===== src/rtl/mem_arb_pkg.sv =====
// Shared types and defaults for the instruction/data memory port arbiter.
// Owner IDs tag each outstanding transaction so responses can be routed back.
package mem_arb_pkg;

    typedef enum logic {
        OWN_INSTR = 1'b0,
        OWN_DATA  = 1'b1
    } owner_t;

    localparam int MAX_OUT_DEFAULT = 2;

    function automatic owner_t other_owner(input owner_t o);
        return (o == OWN_INSTR) ? OWN_DATA : OWN_INSTR;
    endfunction

endpackage


===== src/rtl/owner_fifo.sv =====
// In-order FIFO of 1-bit owner IDs, one entry per granted-but-unanswered transaction.
// Push while full and pop while empty are ignored so the count stays in [0, DEPTH].
module owner_fifo
    import mem_arb_pkg::*;
#(
    parameter int DEPTH = MAX_OUT_DEFAULT,
    localparam int CNT_W = $clog2(DEPTH + 1)
) (
    input  logic             CLK,
    input  logic             RES,
    input  logic             push,
    input  owner_t           push_owner,
    input  logic             pop,
    output owner_t           head,
    output logic             full,
    output logic             empty,
    output logic [CNT_W-1:0] count
);

    localparam int PTR_W = (DEPTH > 1) ? $clog2(DEPTH) : 1;

    logic [PTR_W-1:0] wr_ptr_reg;
    logic [PTR_W-1:0] rd_ptr_reg;
    logic [CNT_W-1:0] count_reg;
    logic [CNT_W-1:0] count_next;
    owner_t           entry_reg [DEPTH];
    logic             do_push;
    logic             do_pop;

    // Explicit wrap keeps non-power-of-two pointer widths (DEPTH == 1) in range.
    function automatic logic [PTR_W-1:0] ptr_inc(input logic [PTR_W-1:0] p);
        if (p == PTR_W'(DEPTH - 1)) begin
            return '0;
        end
        return p + 1'b1;
    endfunction

    assign full    = (count_reg == CNT_W'(DEPTH));
    assign empty   = (count_reg == '0);
    assign count   = count_reg;
    assign do_push = push && !full;
    assign do_pop  = pop && !empty;
    assign head    = entry_reg[rd_ptr_reg];

    always_comb begin
        count_next = count_reg;
        unique case ({do_push, do_pop})
            2'b10:   count_next = count_reg + 1'b1;
            2'b01:   count_next = count_reg - 1'b1;
            default: count_next = count_reg;
        endcase
    end

    always_ff @(posedge CLK or negedge RES) begin
        if (!RES) begin
            wr_ptr_reg <= '0;
            rd_ptr_reg <= '0;
            count_reg  <= '0;
        end else begin
            if (do_push) begin
                wr_ptr_reg <= ptr_inc(wr_ptr_reg);
            end
            if (do_pop) begin
                rd_ptr_reg <= ptr_inc(rd_ptr_reg);
            end
            count_reg <= count_next;
        end
    end

    generate
        for (genvar gi = 0; gi < DEPTH; gi++) begin : g_entry
            always_ff @(posedge CLK or negedge RES) begin
                if (!RES) begin
                    entry_reg[gi] <= OWN_INSTR;
                end else if (do_push && (wr_ptr_reg == PTR_W'(gi))) begin
                    entry_reg[gi] <= push_owner;
                end
            end
        end
    endgenerate

endmodule


===== src/rtl/mem_port_arbiter.sv =====
// Round-robin arbiter with request lock sharing one OBI-style memory port between
// instruction fetch and load/store; an owner FIFO routes in-order responses back.
module mem_port_arbiter
    import mem_arb_pkg::*;
#(
    parameter int ADDR_W  = 32,
    parameter int DATA_W  = 32,
    parameter int MAX_OUT = MAX_OUT_DEFAULT,
    localparam int BE_W   = DATA_W / 8
) (
    input  logic              CLK,
    input  logic              RES,

    input  logic              instr_req,
    input  logic [ADDR_W-1:0] instr_addr,
    output logic              instr_gnt,
    output logic              instr_r_valid,
    output logic [DATA_W-1:0] instr_rdata,

    input  logic              data_req,
    input  logic              data_we,
    input  logic [BE_W-1:0]   data_be,
    input  logic [ADDR_W-1:0] data_addr,
    input  logic [DATA_W-1:0] data_wdata,
    output logic              data_gnt,
    output logic              data_r_valid,
    output logic [DATA_W-1:0] data_rdata,

    output logic              mem_req,
    output logic              mem_we,
    output logic [BE_W-1:0]   mem_be,
    output logic [ADDR_W-1:0] mem_addr,
    output logic [DATA_W-1:0] mem_wdata,
    input  logic              mem_gnt,
    input  logic              mem_r_valid,
    input  logic [DATA_W-1:0] mem_rdata,

    output logic              err
);

    localparam int CNT_W = $clog2(MAX_OUT + 1);

    logic             fifo_full;
    logic             fifo_empty;
    logic [CNT_W-1:0] fifo_count;
    owner_t           fifo_head;

    logic   elig_instr;
    logic   elig_data;
    owner_t winner;
    logic   transfer;
    logic   resp_hit;

    logic   lock_reg;
    logic   lock_next;
    owner_t lock_owner_reg;
    owner_t lock_owner_next;
    owner_t last_owner_reg;
    owner_t last_owner_next;
    logic   err_reg;
    logic   err_next;

    // A full FIFO blocks forwarding even if a response frees a slot this cycle.
    assign elig_instr = instr_req && !fifo_full;
    assign elig_data  = data_req && !fifo_full;
    assign mem_req    = elig_instr || elig_data;
    assign transfer   = mem_req && mem_gnt;

    always_comb begin
        winner = OWN_INSTR;
        if (lock_reg) begin
            winner = lock_owner_reg;
        end else if (elig_instr && !elig_data) begin
            winner = OWN_INSTR;
        end else if (elig_data && !elig_instr) begin
            winner = OWN_DATA;
        end else if (elig_instr && elig_data) begin
            winner = other_owner(last_owner_reg);
        end
    end

    always_comb begin
        mem_we    = 1'b0;
        mem_be    = '0;
        mem_addr  = '0;
        mem_wdata = '0;
        if (mem_req) begin
            if (winner == OWN_DATA) begin
                mem_we    = data_we;
                mem_be    = data_be;
                mem_addr  = data_addr;
                mem_wdata = data_wdata;
            end else begin
                mem_be    = '1;
                mem_addr  = instr_addr;
            end
        end
    end

    assign instr_gnt = transfer && (winner == OWN_INSTR);
    assign data_gnt  = transfer && (winner == OWN_DATA);

    // Responses with nothing outstanding are dropped and flagged instead of routed.
    assign resp_hit      = mem_r_valid && (fifo_count != '0);
    assign instr_r_valid = resp_hit && (fifo_head == OWN_INSTR);
    assign data_r_valid  = resp_hit && (fifo_head == OWN_DATA);
    assign instr_rdata   = mem_rdata;
    assign data_rdata    = mem_rdata;
    assign err           = err_reg;

    owner_fifo #(
        .DEPTH (MAX_OUT)
    ) u_owner_fifo (
        .CLK        (CLK),
        .RES        (RES),
        .push       (transfer),
        .push_owner (winner),
        .pop        (resp_hit),
        .head       (fifo_head),
        .full       (fifo_full),
        .empty      (fifo_empty),
        .count      (fifo_count)
    );

    always_comb begin
        lock_next       = lock_reg;
        lock_owner_next = lock_owner_reg;
        last_owner_next = last_owner_reg;
        err_next        = err_reg || (mem_r_valid && fifo_empty);
        if (mem_req && !mem_gnt) begin
            lock_next       = 1'b1;
            lock_owner_next = winner;
        end else if (transfer) begin
            lock_next = 1'b0;
        end
        if (transfer) begin
            last_owner_next = winner;
        end
    end

    always_ff @(posedge CLK or negedge RES) begin
        if (!RES) begin
            lock_reg       <= 1'b0;
            lock_owner_reg <= OWN_INSTR;
            last_owner_reg <= OWN_INSTR;
            err_reg        <= 1'b0;
        end else begin
            lock_reg       <= lock_next;
            lock_owner_reg <= lock_owner_next;
            last_owner_reg <= last_owner_next;
            err_reg        <= err_next;
        end
    end

endmodule


===== config.mk =====
export PLATFORM = sky130hd
export DESIGN_NAME = mem_port_arbiter
export DESIGN_NICKNAME = d
export VERILOG_FILES = /design/src/rtl/mem_arb_pkg.sv /design/src/rtl/owner_fifo.sv /design/src/rtl/mem_port_arbiter.sv
export SDC_FILE = /design/constraint.sdc
export NUM_CORES = 1
export LEC_CHECK = 0
export BUFFER_PORTS_ARGS = -buffer_cell sky130_fd_sc_hd__buf_2
export CAP_MARGIN = 5
export CORE_AREA = 2 2 108 110
export CTS_BUF_LIST = sky130_fd_sc_hd__clkbuf_4
export DETAILED_ROUTE_END_ITERATION = 16
export DIE_AREA = 0 0 110 112
export MAX_ROUTING_LAYER = met4
export PLACE_DENSITY = 0.56
export SETUP_SLACK_MARGIN = 0.3
export SLEW_MARGIN = 10
export SYNTH_ARGS = -nofsm -noshare
export SYNTH_HDL_FRONTEND = slang
export SYNTH_SLANG_ARGS = --single-unit

===== constraint.sdc =====
create_clock -name CLK -period 1.8 [get_ports CLK]
set_input_delay 0.27 -clock CLK [delete_from_list [all_inputs] [get_ports CLK]]
set_output_delay 0.27 -clock CLK [all_outputs]
set_load 0.02 [all_outputs]

# Word level (Yosys, flattened, before mapping)
# Index checks and enable logic that the tools add are counted.
# classes
n_bitwise	4
order_cmp	1
n_mux	27
n_eq_ne	3
n_reduce_logical	28
addsub	4
# op_table
cell	count
32-bit two-way mux	4
1-bit two-way mux	20
1-bit logical AND	17
4-bit two-way mux	2
2-bit nonzero test	3
1-bit logical NOT	5
2-bit == test (second input constant)	2
2-bit one-hot mux with 2 select lines	1
1-bit inverter	3
1-bit adder (second input constant)	2
2-bit by 1-bit adder with 2-bit output (second input constant)	1
2-bit by 1-bit == test with 1-bit output (second input constant)	1
2-bit greater-or-equal comparator (second input constant)	1
2-bit logical NOT	1
1-bit logical OR	2
1-bit inverter with 2-bit output	1
2-bit by 1-bit subtractor with 2-bit output (second input constant)	1
# word_totals
elab_cells	76
register_bits	10
output_inout_bits	139
inputBits	139

# Depth between registers and ports, before layout
# Gate-level depths: netlist of run 1.
# depth
word_depth	10
ltp_mapped	7
ltp_nobuf	6

# Hierarchy
# A second synthesis of run 1 with hierarchy kept.
# hier_totals
cells_unflattened	321
hier_area_um2	2327.2
# modules_own_cells
module	seq_area_each_um2	instances	area_per_inst_um2	cells_each
mem_port_arbiter	100.1	1	2044.5	298
owner_fifo	150.1	1	282.8	23

# Worst setup path after synthesis of run 1
# OpenSTA, ideal clock, no wires.
# synth_path
kind	register -> output
start	reg lock_reg
end	out mem_addr[0]
path_stages_with_launch	5
n_path_buf	1
t_required_ps	1530
path_slack_ps	97
arrival_time_ps	1433
cell_sequence	dfrtp_1 -> nor2b_1 -> a22oi_2 -> buf_6 -> mux2i_1
# synth_via
elab_chain_cells	3
# synth_lines
element	line	rtl
start: declaration	mem_port_arbiter.sv:54	logic lock_reg;
start signal: assignment	mem_port_arbiter.sv:148	lock_reg <= lock_next;
1-bit two-way mux	mem_port_arbiter.sv:71	if (lock_reg) begin
32-bit two-way mux	mem_port_arbiter.sv:88	if (winner == OWN_DATA) begin
32-bit two-way mux	mem_port_arbiter.sv:87	if (mem_req) begin
end: declaration	mem_port_arbiter.sv:32	output logic [ADDR_W-1:0] mem_addr,
# Every way passes these cells.

# Final worst setup path of run 1
# layout_path
start	reg lock_reg
end	out mem_addr[7]
# The elaborated chain is that of the path after synthesis.

==> key figures, run 1 <==
Floorplan
  – Core Area: 11200 um2
  – Die W: 110 um
  – Row count: 39
  – Ports: 278
  – Initial Utilization: 0.182
  – Full die area: ~12000 um2
  – Die Ht: ~110 um

Worst setup path
  – RR Startpoint: u_owner_fifo.count[1]
  – Crit-path cells: nor2b_2, buf_4, a22oi_2, buf_6, buf_12, mux2i_2, buf_4
  – CP Max Fanout: 9
  – Crit-path max cell delay: 0.38 ns
  – Crit start category: flip-flop
  – Worst Setup Path Type: flip-flop to output port
  – CP arrival: roughly 1.7 ns
  – Critical Path End: mem_addr[7]
  – CP required: 1.53 ns
  – Setup crit start: lock_reg
  – FF-to-FF path depth: 9
  – Slowest-stage cell, CP: dfrtp_1
  – Reg2reg end: u_owner_fifo.count[1]
  – Crit. End Element: output port
  – FF-to-FF setup slack: approximately 0.22 ns
  – CP dominant cell by count: buf_4

Synth
  – Synth Warn #: 0
  – Synthesized net count: 410
  – Register area share after synthesis: 0.123
  – Cell area after synthesis: ~2000 um2
  – Synth Register Bits: 10
  – Synthesized netlist cell count: 270
  – Avg Inst Size Synth: ~7.5 um2
  – Synth unique cells: 29

Layout
  – Syn-to-layout area delta: 90.0%
  – Commonest non-fill, non-tap cell in the layout: buf_2
  – Fillers: 1131
  – # diodes: 0
  – Design area: approximately 3900 um2
  – Final core occ: 0.346
  – Most frequent cells in the layout: buf_2 (107), buf_6 (67), nand3_1 (64)
  – Layout cells sized above 1: 0.763
  – NumNets Final: between 500 and 600

Min path
  – Hold Crit Class: input pin to flip-flop

Clock network
  – CTS root buf: clkbuf_4
  – CTS tree: built
  – Worst-Skew Late Latency: approximately 0.26 ns
  – H-tree levels: 1
  – Clock Pin Slew Worst Setup and Hold Paths: 0.07 ns
  – TritonCTS Buffers: 3
  – Clock Sinks: 10
  – Clk buf depth: 2

Route
  – Initial drt markers: 74
  – Remaining DRCs: 0
  – Drt wl/cell: 14.3 um
  – Vias: approximately 2.4k
  – Pre-antenna DRT Iters: 4
  – Via density per instance: between 4 and 5
  – Routed Antenna Nets: 0
  – Routed wire length: just under 8000 um

Timing
  – Worst setup margin: -0.212 ns
  – Period minus WS final: 2.01 ns
  – Final setup fails: 70
  – Final hold violation count: 0
  – Rel. slew slack: 0.742
  – RSZ-0062 raised after global routing: yes
  – Tcrit/Tclk final: 1.12
  – Measured slew at the worst slew-check pin: 0.387 ns
  – Max-slew violations: 0
  – FMAX: 497 MHz
  – Clock Skews: 0.00161 ns

Outcome
  – Failing checks: setup timing
  – Status: finished, violations left

Global routing
  – Initial antenna violation count: 0
  – Global route total overflow: 0
  – Vias in the first global route: 2336
  – All-Layer GR Usage: 0.117
  – First-pass GRT wire length: about 11000 um
  – Largest net degree at the start of global routing: 40

Power
  – Worst vdd ir: 0.626 mV
  – P per Cell Area: 1610 nW/um2
  – Leak: about 0.0019 uW

Placement
  – Post-DP Area: around 3000 um2
  – Port bufs: 181
  – Hpwl dp: between 5000 and 6000 um
  – GP Congestion: 0.741
  – Pre-CTS WS: -0.121 ns

Job
  – Max-cap violations: 0
[critical path, delay by kind of cell, from the launching register on]
kind | cells | cell delay [ns]
and+or+nand+nor | 1 | 0.06
DFF | 1 | 0.38
AOI/OAI and AO/OA | 1 | 0.19
buffers and inverters | 4 | 0.63
muxes | 1 | 0.21
[per-layer routing]
| metal | track usage | vias to the layer above | share of wire |
|---|---|---|---|
| met4 | 0.0262 | 0 | 0.017 |
| met2 | 0.211 | 88 | 0.55 |
| met1 | 0.133 | 1158 | 0.38 |
| met3 | 0.0211 | 24 | 0.057 |
| met5 | - | - | 0 |
| li1 | - | 1171 | - |
[metrics by stage]
stage / hold WS, ns / total power [uW] / setup TNS (ns) / std cells
finish: 0.268 / 6220 / -10.79 / 553
floorplan: -0.0256 / 3610 / 0 / 270
global placement: 0.143 / 4470 / -2.85 / 524
detailed placement: 0.148 / 4550 / -4.96 / 524
global route: 0.271 / 6610 / -16.93 / 553
CTS: 0.259 / 5870 / -12.92 / 547
[cell usage after synthesis (all sizes together)]
master	instances	share of area
a22oi	1	0.0061
mux2i	33	0.16
nor2b	3	0.0092
buf	82	0.30
or2	1	0.0031
nand2b	1	0.0031
o21a	5	0.018
nand2	1	0.0018
dfrtp	10	0.12
mux2	2	0.011
a32oi	1	0.0043
inv	2	0.0037
and2	1	0.0043
o21ai	1	0.0025
nand4	1	0.0031
a32o	2	0.010
a31oi	2	0.0061
and3	34	0.10
xor2	1	0.0043
xnor2	4	0.017
clkbuf	8	0.015
a21o	1	0.0037
nand3	66	0.16
nor2	6	0.011
ha	1	0.0061
[area by class of cell]
class,instances,area (um2),share of cell area
inverter,2,10.0,0.00259
sequential,10,250,0.0647
multi-input combinational,171,1600,0.413
clock buffer,3,22.5,0.00582
timing repair buffer,224,1810,0.467
tap,143,179,0.0463
[where the power goes]
part / leakage [uW] / total, uW / internal [uW] / switching [uW]
clock: 0.0000138 / 151 / 77.1 / 74.1
combinational: 0.00173 / 5650 / 3020 / 2620
sequential: 0.000117 / 417 / 325 / 91.3
[worst min path at each step]
| stage | slack, ns | startpoint | cells past startpoint | endpoint |
|---|---|---|---|---|
| global placement | 0.14 | RES | 1 | err |
| floorplan | -0.03 | RES | 0 | err |
| global route | 0.27 | mem_r_valid | 2 | err |
| CTS | 0.26 | mem_r_valid | 2 | err |
| detailed placement | 0.15 | RES | 1 | err |
| finish | 0.27 | mem_r_valid | 2 | err |
[what timing repair did]
item,in CTS,in global routing
hold buffers,1,0
endpoints found under the hold margin,10,0
gates cloned,5,0
pin swaps,8,6
setup buffers,14,6
setup endpoints to repair,77,78
resized for setup,116,56
[cells by family after synthesis]
| logic type | synth area share |
|---|---|
| simple gates | 0.302 |
| buf+inv | 0.322 |
| mux | 0.173 |
| compound gates | 0.0516 |
| flops | 0.123 |
| xor+xnor | 0.0215 |
| fa+ha+maj | 0.00615 |
No activity file was read; power rests on OpenSTA's default activity.
==> run 2, diff against run 1 <==
==> constraint.sdc (replaced) <==
create_clock -name CLK -period 1.8 [get_ports CLK]
set_input_delay 0.36 -clock CLK [delete_from_list [all_inputs] [get_ports CLK]]
set_output_delay 0.36 -clock CLK [all_outputs]
set_load 0.02 [all_outputs]
==> run 2 against run 1 <==
  * The run still ends with setup timing left
  * Register-to-register slack worse by 0.05 ns
  * Sequential power rose by 1%
  * First-iteration DRC count down 4.1%
  * Critical path depth unchanged
  * Die area unchanged
  * Worst setup slack worse by 0.052 ns
  * Flip-flop and latch count is the same
  * Via count grew 0.74%
  * Clock skew decreased by 0.00058 ns
  * Clock power is 16% higher
  * Final cell count is 0.36% lower
  * Power up 1.8%
  * Critical endpoint is now mem_wdata[12]
==> key figures, run 2 (synthesis gave the netlist of run 1 again) <==
Outcome
  – Status: finished, violations left
  – Failing checks: setup timing

Floorplan
  – Row count: 39
  – Ports: between 200 and 300
  – Full die area: roughly 12000 um2
  – Core Area: 11200 um2
  – Initial Utilization: 0.182
  – Die W: 110 um
  – Die Ht: 112 um

Power
  – Sw Pwr: roughly 2800 uW
  – Sequential share of power: 0.067
  – Logic pwr share: 0.906
  – Leak: 0.00185 uW
  – Pint: ~3500 uW
  – Clk pwr share: 0.028
  – Tot Pwr: around 6300 uW
  – P per Cell Area: between 1500 and 2000 nW/um2
  – Worst vdd ir: between 0.8 and 0.9 mV
  – Sw Share: 0.450

Layout
  – # diodes: 0
  – Post-route insts no fill: 551
  – Final core occ: 0.343
  – Fillers: between 1k and 1.5k
  – Footprint of the multi-input gates: approximately 1600 um2
  – Syn-to-layout area delta: 88.1%
  – NumNets Final: 549
  – Reg area: 251 um2
  – Most frequent cells in the layout: buf_2 (107), nand3_1 (65), buf_6 (51)
  – Layout cells sized above 1: 0.762
  – Commonest non-fill, non-tap cell in the layout: buf_2

Clock network
  – Clk buf depth: 2
  – H-tree levels: 1
  – CTS tree: built
  – Worst-Skew Late Latency: approximately 0.26 ns
  – Clock Pin Slew Worst Setup and Hold Paths: ~0.06 ns
  – CTS root buf: clkbuf_4
  – TritonCTS Buffers: 3
  – Clock Sinks: 10

Worst setup path
  – Top delay family on crit path: buffers and inverters
  – Crit path buf inv count: 4
  – Slowest-stage cell, CP: dfrtp_2
  – Crit. End Element: output port
  – CP dominant cell by count: buf_6
  – FF-to-FF setup slack: about 0.17 ns
  – Worst Setup Path Type: flip-flop to output port
  – Crit start category: flip-flop
  – CP arrival: about 1.7 ns
  – CP Max Fanout: 7
  – CP required: about 1.4 ns
  – Crit-path cells: nor2b_4, buf_6, a32o_2, buf_6, clkbuf_16, and3_4, buf_6
  – Crit-path max cell delay: 0.44 ns

Timing
  – Rel. slew slack: 0.814
  – Max-slew violations: 0
  – Final hold violation count: 0
  – Period minus WS final: 2.06 ns
  – Final setup fails: between 70 and 80
  – Clock Skews: just over 0.001 ns
  – Tcrit/Tclk final: 1.15
  – Hold Slack: around 0.36 ns
  – FMAX: around 480 MHz
  – RSZ-0062 raised after global routing: yes
  – Measured slew at the worst slew-check pin: around 0.27 ns
  – Worst setup margin: -0.264 ns

Global routing
  – Largest net degree at the start of global routing: 49
  – First-pass GRT wire length: 11600 um
  – All-Layer GR Usage: 0.121
  – Vias in the first global route: roughly 2.3k
  – Global route total overflow: 0
  – Initial antenna violation count: 0

Route
  – Routed Antenna Nets: 0
  – Drt wl/cell: around 15 um
  – Pre-antenna DRT Iters: 4
  – Via density per instance: about 4.5
  – Vias: approximately 2.5k
  – Routed wire length: 8330 um
  – Initial drt markers: between 70 and 80
  – Remaining DRCs: 0

Placement
  – Pre-CTS WS: -0.155 ns
  – GP Congestion: about 0.7
  – Port bufs: ~180
  – Placed Cells: around 520
  – Hpwl dp: around 5600 um

Job
  – Max-cap violations: 0

Min path
  – Hold Crit Class: input pin to flip-flop
## run 2: changes by cell type in the layout (fill, tap and decap cells not counted), sizes merged
cell / before / now
clkbuf: 3 / 8
bufbuf: 1 / 0
buf: 222 / 217
and2: 4 / 3
## run 2: metal layers
| metal | wire length (um) | track usage |
|---|---|---|
| met2 | 4310 | 0.198 |
| met4 | 219 | 0.0456 |
| met3 | 506 | 0.0181 |
| met1 | 3290 | 0.147 |
| met5 | 0 | - |
## run 2: power by group through the flow
stage          Sequential [uW]  Clock, uW  Combinational [uW]
2_1_floorplan              418          0                3260
3_3_place_gp               412          0                3940
3_5_place_dp               414          0                4010
4_1_cts                    414        181                5010
5_1_grt                    433        196                6070
6_report                   422        175                5730
## run 2: final cells by class
class,count,area share
flip-flops and latches,10,0.0657
clock buffers,4,0.00784
well taps,143,0.0467
multi-input cells,170,0.406
repair buffers,222,0.471
inverters,2,0.00196
## run 2: through the flow
step                      cell area [um2]  TNS [ns]
final                                3830    -15.21
after global placement               2980     -3.92
after CTS                            3520    -15.02
after detailed placement             2980     -4.84
after global routing                 3830    -20.33
after floorplan                      2420         0
## run 2: final timing paths
path / from / endpoint / cells after the start
min reg2reg: err / err / 1
min in group asynchronous: RES / err / 2
max reg2reg: u_owner_fifo.count[1] / u_owner_fifo.count[1] / 8
min: mem_r_valid / err / 2
max in group asynchronous: RES / lock_reg / 2
max: lock_reg / mem_wdata[12] / 7
## run 2: what timing repair did
item                                   in CTS  in global routing
pin swaps                                   5                  6
setup endpoints to repair                  76                 76
buffers inserted                            8                  9
hold buffers                                1                  0
resized for setup                         117                 32
gates cloned                                5                  5
endpoints found under the hold margin      10                  0
==> run 3, diff against run 2 <==
--- a/config.mk
+++ b/config.mk
@@ -12,7 +12,7 @@
 export DETAILED_ROUTE_END_ITERATION = 16
 export DIE_AREA = 0 0 110 112
 export MAX_ROUTING_LAYER = met4
-export PLACE_DENSITY = 0.56
+export PLACE_DENSITY = 0.5
 export SETUP_SLACK_MARGIN = 0.3
 export SLEW_MARGIN = 10
 export SYNTH_ARGS = -nofsm -noshare
==> run 3 against run 2 <==
  * The run still ends with setup timing left
  * Highest routed layer unchanged
  * Global-route usage grew 2.0 points
  * Sequential power is essentially flat
  * Non-clock buffer count grew 11
  * Die area is the same
  * Count of clock-buffer cells in the layout shrank 1
  * Critical path depth shrank 1
  * Final cell count grew 2.0%
==> key figures, run 3 (synthesis gave the netlist of run 1 again) <==
Outcome
  – Status: finished, violations left
  – Failing checks: setup timing

Timing
  – Measured slew at the worst slew-check pin: 0.331 ns
  – Final setup fails: 71
  – Clock Skews: 0.00532 ns
  – Worst setup margin: -0.285 ns
  – Final hold violation count: 0
  – Max-slew violations: 0
  – Tcrit/Tclk final: 1.16
  – RSZ-0062 raised after global routing: yes
  – Period minus WS final: approximately 2.1 ns
  – Rel. slew slack: 0.779
  – Hold Slack: roughly 0.36 ns
  – FMAX: between 400 and 500 MHz

Power
  – Leak: between 0.0015 and 0.002 uW
  – P per Cell Area: about 1700 nW/um2
  – Pint: about 3900 uW
  – Tot Pwr: between 6000 and 7000 uW
  – Sw Pwr: about 3000 uW
  – Clk pwr share: 0.023
  – Sw Share: 0.436
  – Logic pwr share: 0.916
  – Worst vdd ir: ~0.76 mV
  – Sequential share of power: 0.062

Route
  – Pre-antenna DRT Iters: 4
  – Routed Antenna Nets: 0
  – Routed wire length: 9010 um
  – Drt wl/cell: 16.0 um
  – Remaining DRCs: 0
  – Met2 WL post-DR: between 4000 and 5000 um
  – Via density per instance: ~4.5
  – Vias: between 2k and 3k
  – M1 WL: about 3500 um
  – Initial drt markers: between 100 and 150
  – Uppermost layer routed: met4
  – Met3 WL: roughly 520 um

Worst setup path
  – CP Max Fanout: 9
  – Crit. End Element: output port
  – Crit-path max cell delay: approximately 0.43 ns
  – Crit path buf inv count: 3
  – Crit-path cells: nor2b_4, a22oi_2, buf_12, buf_12, mux2i_2, buf_4
  – Worst Setup Path Type: flip-flop to output port
  – Slowest-stage cell, CP: dfrtp_2
  – CP dominant cell by count: buf_12
  – CP required: 1.44 ns
  – CP arrival: approximately 1.7 ns
  – Top delay family on crit path: buffers and inverters
  – Crit start category: flip-flop

Global routing
  – Vias in the first global route: 2588
  – Initial antenna violation count: 0
  – Largest net degree at the start of global routing: 49
  – All-Layer GR Usage: 0.140
  – Global route total overflow: 0
  – First-pass GRT wire length: 13300 um

Floorplan
  – Ports: between 200 and 300
  – Core Area: around 11000 um2
  – Die Ht: around 110 um
  – Initial Utilization: 0.182
  – Die W: roughly 110 um
  – Row count: 39
  – Full die area: roughly 12000 um2

Layout
  – Design area: ~4000 um2
  – Final core occ: 0.359
  – Commonest non-fill, non-tap cell in the layout: buf_2
  – Syn-to-layout area delta: 97.3%
  – # diodes: 0
  – Layout cells sized above 1: 0.768
  – Fillers: around 1.2k
  – Most frequent cells in the layout: buf_2 (111), nand3_1 (64), buf_6 (50), buf_4 (50), and3_4 (33)
  – NumNets Final: 560

Placement
  – Hpwl dp: ~5900 um
  – GP Congestion: approximately 0.73
  – Port bufs: roughly 180
  – Post-DP Area: approximately 3100 um2

Clock network
  – H-tree levels: 1
  – TritonCTS Buffers: 3
  – Worst-Skew Late Latency: 0.26 ns
  – Clock Pin Slew Worst Setup and Hold Paths: approximately 0.070 ns
  – CTS tree: built
  – Clk buf depth: 2
  – Clock Sinks: 10
  – CTS root buf: clkbuf_4

Job
  – Max-cap violations: 0

Min path
  – Hold Crit Class: input pin to flip-flop
==> run 3: cell count changes in the layout (fill, tap and decap cells not counted), moves of 2 or more <==
cell       delta
buf_12        +7
buf_2         +4
clkbuf_16     -2
buf_16        +3
==> run 3: layout make-up <==
cell class	count	area [um2]	area share
Clock buffer	3	22.5	0.00561
Clock inverter	1	3.75	0.000935
Inverter	2	7.51	0.00187
Multi-Input combinational cell	170	1570	0.390
Sequential cell	10	251	0.0626
Tap cell	143	179	0.0445
Timing Repair Buffer	233	1990	0.495
==> run 3: worst paths after layout <==
check	from	to	slack (ns)	cells after the start
max	lock_reg	mem_addr[22]	-0.29	6
min	mem_r_valid	err	0.36	2
max reg2reg	u_owner_fifo.count[1]	u_owner_fifo.count[1]	0.10	9
min reg2reg	err	err	0.46	1
max in group asynchronous	RES	lock_reg	1.12	2
min in group asynchronous	RES	u_owner_fifo.count[0]	0.47	2
==> run 3: what timing repair did <==
action / CTS / global route
endpoints found under the hold margin: 10 / 0
buffers inserted: 15 / 5
resized for setup: 140 / 9
hold buffers: 1 / 0
pin swaps: 11 / 4
gates cloned: 9 / 3
endpoints found under the setup margin: 76 / 78
==> run 3: routing by layer <==
| metal | vias to the layer above | GRT usage |
|---|---|---|
| li1 | 1189 | - |
| met1 | 1205 | 0.163 |
| met2 | 94 | 0.250 |
| met3 | 26 | 0.0240 |
| met4 | 0 | 0.0278 |
| met5 | - | - |
==> run 3: power by group through the flow <==
stage	logic, uW	clock network, uW	registers, uW
after global routing	6610	174	434
final	6270	155	422
after global placement	4180	0	410
after detailed placement	4250	0	412
after floorplan	3260	0	418
after CTS	5940	162	415
==> run 3: worst reg2reg max path: stages (launching register included) <==
cell and delay, ns:
dfrtp_1 0.42, nand2b_4 0.12, buf_12 0.16, buf_16 0.13, nand3_4 0.10, buf_6 0.15, ha_4 0.15, xnor2_2 0.12
nor2_1 0.12, xor2_1 0.16
==> run 3: per-stage QoR <==
stage          cells  setup TNS, ns  worst slack, ns
2_1_floorplan    270              0           0.0117
3_3_place_gp     525          -3.71          -0.0961
3_5_place_dp     525          -5.09           -0.119
4_1_cts          554         -15.89           -0.280
5_1_grt          562         -21.64           -0.359
6_report         562         -17.18           -0.285
